File: src/rtl/tetris_pkg.sv
`default_nettype none
// ============================================================================
// Module      : tetris_pkg
// Description : Shared tetromino types and widths for the piece pipeline.
// Revision    : 1.0 - initial release
// ============================================================================
package tetris_pkg;

    localparam int PIECE_W    = 3;
    localparam int NUM_PIECES = 7;

    typedef enum logic [PIECE_W-1:0] {
        I          = 3'd0,
        O          = 3'd1,
        T          = 3'd2,
        S          = 3'd3,
        Z          = 3'd4,
        J          = 3'd5,
        L          = 3'd6,
        PIECE_NONE = 3'd7
    } piece_t;

    function automatic logic is_piece(input logic [PIECE_W-1:0] v);
        return v != PIECE_NONE;
    endfunction

endpackage
`default_nettype wire

File: src/rtl/piece_queue_if.sv
`default_nettype none
// ============================================================================
// Module      : piece_queue_if
// Description : LFSR sample / pop inputs and head / preview outputs of the queue.
// Revision    : 1.0 - initial release
// ============================================================================
interface piece_queue_if #(
    parameter int DEPTH = 4
);
    import tetris_pkg::*;

    localparam int CNT_W = $clog2(DEPTH + 1);

    logic [PIECE_W-1:0]           lfsr_i;
    logic                         take_i;
    logic [PIECE_W-1:0]           piece_o;
    logic                         piece_valid_o;
    logic [PIECE_W*(DEPTH-1)-1:0] preview_o;
    logic [CNT_W-1:0]             count_o;

    modport master (
        output lfsr_i, take_i,
        input  piece_o, piece_valid_o, preview_o, count_o
    );

    modport slave (
        input  lfsr_i, take_i,
        output piece_o, piece_valid_o, preview_o, count_o
    );

endinterface
`default_nettype wire

File: src/rtl/piece_fifo.sv
`default_nettype none
// ============================================================================
// Module      : piece_fifo
// Description : Circular piece buffer with registered head and preview taps.
// Revision    : 1.0 - initial release
// ============================================================================
module piece_fifo
    import tetris_pkg::*;
#(
    parameter int DEPTH = 4,
    parameter int CNT_W = $clog2(DEPTH + 1)
) (
    input  wire logic                         clk,
    input  wire logic                         reset,
    input  wire logic                         push,
    input  wire logic [PIECE_W-1:0]           push_data,
    input  wire logic                         pop,
    output logic      [PIECE_W-1:0]           head,
    output logic                              head_valid,
    output logic      [PIECE_W*(DEPTH-1)-1:0] preview,
    output logic      [CNT_W-1:0]             count
);

    localparam int PTR_W = $clog2(DEPTH);

    logic [PIECE_W-1:0]           mem   [DEPTH];
    logic [PIECE_W-1:0]           mem_n [DEPTH];
    logic [PTR_W-1:0]             rd_ptr, wr_ptr, rd_n, wr_n;
    logic [CNT_W-1:0]             count_n;
    logic [PIECE_W-1:0]           head_n;
    logic [PIECE_W*(DEPTH-1)-1:0] preview_n;
    logic                         do_pop, do_push;

    function automatic logic [PTR_W-1:0] ptr_add(input logic [PTR_W-1:0] p, input int k);
        int s;
        s = int'(p) + k;
        if (s >= DEPTH) s = s - DEPTH;
        return PTR_W'(s);
    endfunction

    // Taps are computed from next state so head/preview are true flops.
    always_comb begin
        do_pop  = pop && (count != '0);
        do_push = push && ((count < CNT_W'(DEPTH)) || do_pop);
        mem_n   = mem;
        rd_n    = rd_ptr;
        wr_n    = wr_ptr;
        if (do_push) begin
            mem_n[wr_ptr] = push_data;
            wr_n          = ptr_add(wr_ptr, 1);
        end
        if (do_pop) rd_n = ptr_add(rd_ptr, 1);
        count_n   = count + CNT_W'(do_push) - CNT_W'(do_pop);
        head_n    = (count_n != '0) ? mem_n[rd_n] : '0;
        preview_n = '0;
        for (int k = 1; k < DEPTH; k++) begin
            if (CNT_W'(k) < count_n)
                preview_n[PIECE_W*(k-1) +: PIECE_W] = mem_n[ptr_add(rd_n, k)];
        end
    end

    always_ff @(posedge clk or posedge reset) begin
        if (reset) begin
            for (int k = 0; k < DEPTH; k++) mem[k] <= '0;
            rd_ptr     <= '0;
            wr_ptr     <= '0;
            count      <= '0;
            head       <= '0;
            head_valid <= 1'b0;
            preview    <= '0;
        end else begin
            mem        <= mem_n;
            rd_ptr     <= rd_n;
            wr_ptr     <= wr_n;
            count      <= count_n;
            head       <= head_n;
            head_valid <= (count_n != '0);
            preview    <= preview_n;
        end
    end

endmodule
`default_nettype wire

File: src/rtl/piece_queue.sv
`default_nettype none
// ============================================================================
// Module      : piece_queue
// Description : Filters raw LFSR samples into de-duplicated pieces and queues them.
// Revision    : 1.0 - initial release
// ============================================================================
module piece_queue
    import tetris_pkg::*;
#(
    parameter int DEPTH   = 4,
    parameter int REROLLS = 2
) (
    input  wire logic     clk,
    input  wire logic     reset,
    piece_queue_if.slave  q
);

    localparam int CNT_W = $clog2(DEPTH + 1);
    localparam int RR_W  = (REROLLS < 1) ? 1 : $clog2(REROLLS + 1);

    piece_t            last_accepted;
    logic [RR_W-1:0]   reroll_cnt;
    logic              push_en, is_valid, is_dup, accept, reject;

    always_comb begin
        push_en  = (q.count_o < CNT_W'(DEPTH)) || (q.take_i && q.piece_valid_o);
        is_valid = is_piece(q.lfsr_i);
        is_dup   = (q.lfsr_i == last_accepted) && (reroll_cnt < RR_W'(REROLLS));
        accept   = push_en && is_valid && !is_dup;
        reject   = push_en && is_valid && is_dup;
    end

    // Filter state only moves on cycles where a sample is actually evaluated.
    always_ff @(posedge clk or posedge reset) begin
        if (reset) begin
            last_accepted <= PIECE_NONE;
            reroll_cnt    <= '0;
        end else if (accept) begin
            last_accepted <= piece_t'(q.lfsr_i);
            reroll_cnt    <= '0;
        end else if (reject) begin
            reroll_cnt    <= reroll_cnt + RR_W'(1);
        end
    end

    piece_fifo #(
        .DEPTH (DEPTH),
        .CNT_W (CNT_W)
    ) u_fifo (
        .clk        (clk),
        .reset      (reset),
        .push       (accept),
        .push_data  (q.lfsr_i),
        .pop        (q.take_i),
        .head       (q.piece_o),
        .head_valid (q.piece_valid_o),
        .preview    (q.preview_o),
        .count      (q.count_o)
    );

endmodule
`default_nettype wire

File: src/flat_wrapper.sv
// flat-port wrapper written by rule: the top's interface ports become plain ports
module piece_queue_flat import tetris_pkg::*;
#(
    parameter int DEPTH   = 4,
    parameter int REROLLS = 2
)
  (clk, reset, q_lfsr_i, q_take_i, q_piece_o, q_piece_valid_o, q_preview_o, q_count_o);
  piece_queue_if #(.DEPTH(DEPTH)) q_i ();
  input  wire logic clk;
  input  wire logic reset;
  input wire logic [$bits(q_i.lfsr_i)-1:0] q_lfsr_i;
  input wire logic [$bits(q_i.take_i)-1:0] q_take_i;
  output wire logic [$bits(q_i.piece_o)-1:0] q_piece_o;
  output wire logic [$bits(q_i.piece_valid_o)-1:0] q_piece_valid_o;
  output wire logic [$bits(q_i.preview_o)-1:0] q_preview_o;
  output wire logic [$bits(q_i.count_o)-1:0] q_count_o;
  assign q_i.lfsr_i = q_lfsr_i;
  assign q_i.take_i = q_take_i;
  assign q_piece_o = q_i.piece_o;
  assign q_piece_valid_o = q_i.piece_valid_o;
  assign q_preview_o = q_i.preview_o;
  assign q_count_o = q_i.count_o;
  piece_queue #(.DEPTH(DEPTH), .REROLLS(REROLLS)) u_core (.clk(clk), .reset(reset), .q(q_i));
endmodule
File: config.mk
export PLATFORM = sky130hd
export DESIGN_NAME = piece_queue_flat
export DESIGN_NICKNAME = d
export VERILOG_FILES = /design/src/rtl/tetris_pkg.sv /design/src/rtl/piece_queue_if.sv /design/src/rtl/piece_fifo.sv /design/src/rtl/piece_queue.sv /design/src/flat_wrapper.sv
export SDC_FILE = /design/constraint.sdc
export NUM_CORES = 1
export LEC_CHECK = 0
export ABC_AREA = 1
export ABC_CLOCK_PERIOD_IN_PS = 4100
export CAP_MARGIN = 10
export CORE_MARGIN = 2
export CORE_UTILIZATION = 40
export CTS_CLUSTER_SIZE = 8
export DETAILED_ROUTE_END_ITERATION = 8
export GPL_TIMING_DRIVEN = 0
export SLEW_MARGIN = 40
export SYNTH_ARGS = -nofsm -noshare
export SYNTH_HDL_FRONTEND = slang
export SYNTH_SLANG_ARGS = --single-unit
File: constraint.sdc
create_clock -name clk -period 4.1 [get_ports clk]
set_input_delay 0.41 -clock clk [delete_from_list [all_inputs] [get_ports clk]]
set_output_delay 0.41 -clock clk [all_outputs]
set_load 0.02 [all_outputs]
======== After elaboration in Yosys (flattened, before gate mapping) ========
Index checks and enable logic that the tools add are counted.
Widths: inputs -> output; s select.
storage, ports and cells
  bits of input ports ..................... 6
  bits in registers ....................... 37
  logic and storage cells ................. 93
  output and inout port bits .............. 16
operators by class
  bitwise gates (word level) .............. 5
  reduce and logical (&&, ||, !) cells .... 14
  equal/unequal tests ..................... 2
  muxes and demuxes ....................... 31
  order comparisons ....................... 16
  $add $sub $neg .......................... 13
operators by type and width
  cell                 count
  $mux 3               13
  $ge 3x3->1 const B   10
  $bmux 3 s2           4
  $mux 2               11
  $not 2->3            5
  $bwmux 12            1
  $mux 12              1
  $sub 2x1->2 const B  5
  $add 2x1->3 const B  3
  $logic_and 1x1->1    8
  $add 2x2->3 const B  2
  $demux 3 s2          1
  $lt 2x3->1 const A   2
  $reduce_bool 3->1    2
  $add 3x1->3          1
  $eq 3x3->1           1
  $lt 1x3->1 const A   1
  $lt 3x1->1 const B   1
  $lt 3x3->1 const B   1
  $ne 3x3->1 const B   1
  $sub 3x1->3          1
  $add 2x1->2 const B  1
  $logic_or 1x1->1     2
  $lt 2x2->1 const B   1
  other kinds (2)      2

======== Longest topological paths before layout ========
  word-level depth ........................ 14
  depth in mapped cells ................... 19
  depth with buffers taken out ............ 17

======== By module ========
A second synthesis with hierarchy kept.
unflattened totals
  cell total of the unflattened synthesis .. 289
  area total of the unflattened synthesis .. 2,155.8 µm²
modules (own cells, without submodules)
  module       sequential area each (µm²)  cells each  times used  area each (µm²)
  piece_fifo   800.8                       251         1           1,829.3
  piece_queue  128.9                       38          1           326.6

======== Least setup slack after synthesis ========
Ideal clock, no wire load.
  path type ............................... register to register
  start ................................... register u_core.u_fifo.count[2]
  end ..................................... register u_core.u_fifo.head[1]
  required time ........................... 3,982 ps
  library setup time ...................... 118 ps
  buffers on the path ..................... 2
  clock period less this slack ............ 2,968 ps
  data arrival time ....................... 2,850 ps
  path slack .............................. 1,132 ps
  stages on the path, launching flop included .. 18
  cells stage by stage .................... dfrtp_1 nand2_1 nand2_1 inv_2 nand2_4 buf_12 buf_6 ha_1 inv_1 ha_1 fa_1 xnor2_1 xor2_2 nor2_2 inv_2 or2_4 nand2_1 nor2_2
between the ends
  elaborated cells between the ends (all ways) .. 18
  classes of those cells .................. 2 x add/sub; 1 x order compare; 6 x mux; 1 x bitwise; 8 x reduce/logical
RTL lines
  element                          line                                 RTL
  start: declaration               piece_fifo.sv:21                     output logic [CNT_W-1:0] count
  start signal: assignment         piece_fifo.sv:75                     count <= count_n;
  $lt 3x3->1                       piece_fifo.sv:44, piece_queue.sv:26
  $logic_or 1x1->1                 piece_queue.sv:26                    push_en = (q.count_o < CNT_W'(DEPTH)) || (q.take_i && q.piece_valid_o);
  $logic_and 1x1->1 (2 in series)  piece_queue.sv:29                    accept = push_en && is_valid && !is_dup;
  $logic_and 1x1->1                piece_fifo.sv:44                     do_push = push && ((count < CNT_W'(DEPTH)) || do_pop);
  $add 3x1->3                      piece_fifo.sv:53                     count_n = count + CNT_W'(do_push) - CNT_W'(do_pop);
  $sub 3x1->3 (*)                  piece_fifo.sv:53
  via u_core.u_fifo.count_n[2]     piece_fifo.sv:29                     logic [CNT_W-1:0] count_n;
  $reduce_bool 3->1 (*)            piece_fifo.sv:54                     head_n = (count_n != '0) ? mem_n[rd_n] : '0;
  $mux 3 (*)                       piece_fifo.sv:54
  via u_core.u_fifo.head_n[1]      piece_fifo.sv:30                     logic [PIECE_W-1:0] head_n;
  end signal: assignment           piece_fifo.sv:76                     head <= head_n;
  end: declaration                 piece_fifo.sv:18                     output logic [PIECE_W-1:0] head,
The timed path passes the listed nets; every way through them passes the cells marked *. The select of a mux whose other input is x is not followed.
A chain may end at the register's enable or synchronous reset.

======== Worst setup path in the final report ========
  start ................................... input q_take_i
  end ..................................... register u_core.u_fifo.preview[3]
between the ends
  elaborated cells between the ends (all ways) .. 22
  classes of those cells .................. 4 x add/sub; 2 x order compare; 8 x mux; 1 x bitwise; 7 x reduce/logical
RTL lines
  element                          line                RTL
  start: declaration               flat_wrapper.sv:12  input wire logic [$bits(q_i.take_i)-1:0] q_take_i;
  $logic_and 1x1->1                piece_queue.sv:26
  $logic_or 1x1->1                 piece_queue.sv:26
  $logic_and 1x1->1 (2 in series)  piece_queue.sv:29
  $logic_and 1x1->1                piece_fifo.sv:44
  $add 3x1->3                      piece_fifo.sv:53
  $sub 3x1->3 (*)                  piece_fifo.sv:53
  via u_core.u_fifo.count_n[2]     piece_fifo.sv:29
  $lt 2x3->1 (*)                   piece_fifo.sv:57    if (CNT_W'(k) < count_n)
  $mux 3 (*)                       piece_fifo.sv:57
  via u_core.u_fifo.preview_n[3]   piece_fifo.sv:31    logic [PIECE_W*(DEPTH-1)-1:0] preview_n;
  end signal: assignment           piece_fifo.sv:78    preview <= preview_n;
  end: declaration                 piece_fifo.sv:20    output logic [PIECE_W*(DEPTH-1)-1:0] preview,
Marks and branches as above.

==> summary.md <==
Timing
* **final worst path period need** 3450 ps
* **RSZ-0062 raised after global routing** no
* **headroom to the max-slew limit** 75.0%
* **transition time of the tightest slew-check pin** 374 ps
* **number of failing setup endpoints in the final timing report** 0
* **final hold violation count** 0
* **setup clock skew after layout** 5.79 ps
* **max-slew violation count** 0
* **final cycle utilization of the critical path** 84.3%
* **setup TNS** 0 ps
* **maximum clock rate** 289 MHz

Clock tree
* **Post-CTS Setup Bufs** 0
* **H-tree depth** 2
* **clock tree from TritonCTS** built
* **hold buffers post-CTS** 0
* **clock latency on the worst-skew pair** 290 ps
* **total clock buffers created by CTS** 5
* **post-CTS resize count** 0
* **number of clock sinks** 37
* **Clock transition at path regs** 70 ps
* **clock root buffer master** sky130_fd_sc_hd__clkbuf_8
* **largest buffer count on any clock path** 2

Worst setup path
* **CP Data Required Time** 4310 ps
* **arrival time reported for the critical path endpoint** 3670 ps
* **CP Class** primary input to flop
* **critical path launch point type** primary input
* **worst reg2reg path startpoint** u_core.last_accepted[2]
* **crit-path max FO** 10
* **category of the worst setup path capture point** flop
* **worst setup path start** q_take_i

Detailed routing
* **number of nets with antenna violations after routing** 0
* **mean number of vias per cell** 4.72
* **Detailed Route WL** 4810 um
* **initial drt markers** 80
* **DR pass1 iterations** 4
* **number of vias after detailed routing** 1800
* **detail-routed net length per standard cell** 12.6 um
* **Post-route DRC** 0

Synthesis
* **number of synthesized register bits** 37
* **Netlist cell types** 28
* **count of yosys warnings during synthesis** 0
* **Avg Cell Area, Syn** 8.47 sq um
* **share of Yosys cell area claimed by the top area cell type** 36.0%
* **top area cells in the synthesized netlist** sky130_fd_sc_hd__dfrtp_1 (36%), sky130_fd_sc_hd__nand3_2 (11%), sky130_fd_sc_hd__nand2_1 (9.2%)
* **Cells after Synth** 279
* **proportion of synthesized chip area in sequential cells** 39.4%
* **cell area after technology mapping** 0.00236 sq mm
* **area leader, netlist** sky130_fd_sc_hd__dfrtp_1
* **Synthesized Nets** 292

Cells and area
* **fill cell instance count of the final layout** 559
* **final design utilization** 49.3%
* **fraction of layout cells with a size suffix above 1** 24.6%
* **number of nets at the end of the flow** 321
* **area overhead of the layout relative to synthesis** 16.9%
* **highest-count cells in the layout ignoring fill and taps** sky130_fd_sc_hd__nand2_1 (58), sky130_fd_sc_hd__dfrtp_1 (34), sky130_fd_sc_hd__nor2_1 (28), sky130_fd_sc_hd__nand3_2 (26), sky130_fd_sc_hd__inv_1 (25)
* **most common cell after layout, fill and taps aside** sky130_fd_sc_hd__nand2_1
* **# diodes** 0

GRT
* **number of global-route vias before repair** 1752
* **total grt overflow** 0
* **antenna violations before repair** 0
* **GRT Resource Usage Total** 16.7%
* **pin count of the biggest net entering global routing** 25
* **wire length of the first global-routing pass** 8300 um

Place
* **final weighted congestion in routability-driven placement** 0.809
* **Detail Placement HPWL** 3720 um
* **Port Buffer Count** 21

Floorplanning
* **top-level I/O count** 22
* **effective utilization at floorplan** 42.1%
* **std cell rows** 27
* **area of the core region** 0.00561 sq mm
* **width of the die** 80.9 um
* **Die Area** 0.00654 sq mm
* **Chip Height** 80.9 um

Min path
* **worst min-delay path class** primary input to async pin

Outcome
* **run status** finished clean

Job
* **number of max-cap violations** 0

cell type report:
| cell class | instances | area (sq um) | share of cell area [%] |
|---|---|---|---|
| Multi-Input combinational cell | 200 | 1210 | 43.8 |
| Sequential cell | 37 | 930 | 33.7 |
| Timing Repair Buffer | 22 | 230 | 8.33 |
| Inverter | 34 | 130 | 4.71 |
| Buffer | 8 | 92.6 | 3.35 |
| Tap cell | 72 | 90.1 | 3.26 |
| Clock buffer | 8 | 80.1 | 2.90 |
layer usage:
metal	vias to the layer above	GRT usage, %	wire length, um	part of all wire (%)
met2	24	25.3	2150	45
li1	934	-	-	-
met4	0	4.92	44	0.92
met1	835	24.1	2420	50
met3	7	3.67	189	3.9
met5	-	0	0	0
through the flow:
step	instance area, sq um	hold slack (ps)	std cells	setup WS, ps
final	2760	407	381	646
after global routing	2760	444	381	343
after CTS	2760	417	381	619
after detailed placement	2680	492	373	342
after global placement	2660	482	372	343
after floorplan	2360	472	279	1130
critical path, cell delays in order:
cell	delay, ps
sky130_fd_sc_hd__clkdlybuf4s50_1	520
sky130_fd_sc_hd__nand2_1	70
sky130_fd_sc_hd__nand2_1	60
sky130_fd_sc_hd__nand2_1	80
sky130_fd_sc_hd__inv_2	140
sky130_fd_sc_hd__nand2_4	100
sky130_fd_sc_hd__buf_12	170
sky130_fd_sc_hd__buf_6	140
sky130_fd_sc_hd__ha_1	260
sky130_fd_sc_hd__inv_1	40
sky130_fd_sc_hd__ha_1	180
sky130_fd_sc_hd__fa_1	390
sky130_fd_sc_hd__xnor2_1	230
sky130_fd_sc_hd__xor2_2	360
sky130_fd_sc_hd__nor2_2	80
sky130_fd_sc_hd__nor2_1	250
sky130_fd_sc_hd__nand2_1	80
sky130_fd_sc_hd__nor2_1	100
synthesized netlist by cell type:
library cell               n
sky130_fd_sc_hd__buf_2     1
sky130_fd_sc_hd__nor2_4    1
sky130_fd_sc_hd__inv_2     7
sky130_fd_sc_hd__ha_1      6
sky130_fd_sc_hd__a21oi_1   1
sky130_fd_sc_hd__dfrtp_1  34
sky130_fd_sc_hd__buf_6     4
sky130_fd_sc_hd__o21ai_0  17
sky130_fd_sc_hd__nor2_1   28
sky130_fd_sc_hd__and2_1   12
sky130_fd_sc_hd__nor2_2    6
sky130_fd_sc_hd__xnor2_1   2
sky130_fd_sc_hd__buf_8     1
sky130_fd_sc_hd__xor2_2    1
sky130_fd_sc_hd__xor2_1    1
sky130_fd_sc_hd__nand3_1  24
sky130_fd_sc_hd__or2_4     1
sky130_fd_sc_hd__o21ai_2   1
sky130_fd_sc_hd__nand2_2   4
sky130_fd_sc_hd__nand2_1  58
sky130_fd_sc_hd__inv_4     1
sky130_fd_sc_hd__buf_12    1
sky130_fd_sc_hd__nand3_2  26
sky130_fd_sc_hd__dfstp_2   3
sky130_fd_sc_hd__nand2_4  10
sky130_fd_sc_hd__buf_4     1
sky130_fd_sc_hd__inv_1    26
sky130_fd_sc_hd__fa_1      1
final timing paths:
| kind | depth (start not counted) | to | slack, ps |
|---|---|---|---|
| max | 18 | u_core.u_fifo.preview[3] | 650 |
| min | 2 | u_core.u_fifo.count[2] | 410 |
| max reg2reg | 17 | u_core.u_fifo.preview[3] | 840 |
| min reg2reg | 2 | u_core.last_accepted[1] | 500 |
| max in group asynchronous | 3 | u_core.last_accepted[1] | 3170 |
| min in group clk | 2 | u_core.last_accepted[1] | 500 |
registers in the layout, summed over array words and instances (netlist names):
register	flops
u_core.u_fifo.mem	12
u_core.u_fifo.preview	9
u_core.last_accepted	3
u_core.u_fifo.count	3
u_core.u_fifo.head	3
u_core.reroll_cnt	2
u_core.u_fifo.rd_ptr	2
u_core.u_fifo.wr_ptr	2
u_core.u_fifo.head_valid	1
cells by family (layout without fill, tap and decap cells):
| kind of cell | count (synthesis) | count (layout) | share of synthesized area (%) |
|---|---|---|---|
| adder cells (fa/ha/maj) | 7 | 7 | 4.03 |
| AND/OR/NAND/NOR | 170 | 170 | 41.2 |
| buffers and inverters | 42 | 72 | 9.43 |
| AO/OA/AOI/OAI | 19 | 19 | 4.18 |
| XOR/XNOR | 4 | 4 | 1.80 |
| flip-flops | 37 | 37 | 39.4 |
Power is left out: the tool's default activity adds up to more than one toggle a clock period on the data nets, which glitch-free logic cannot reach.
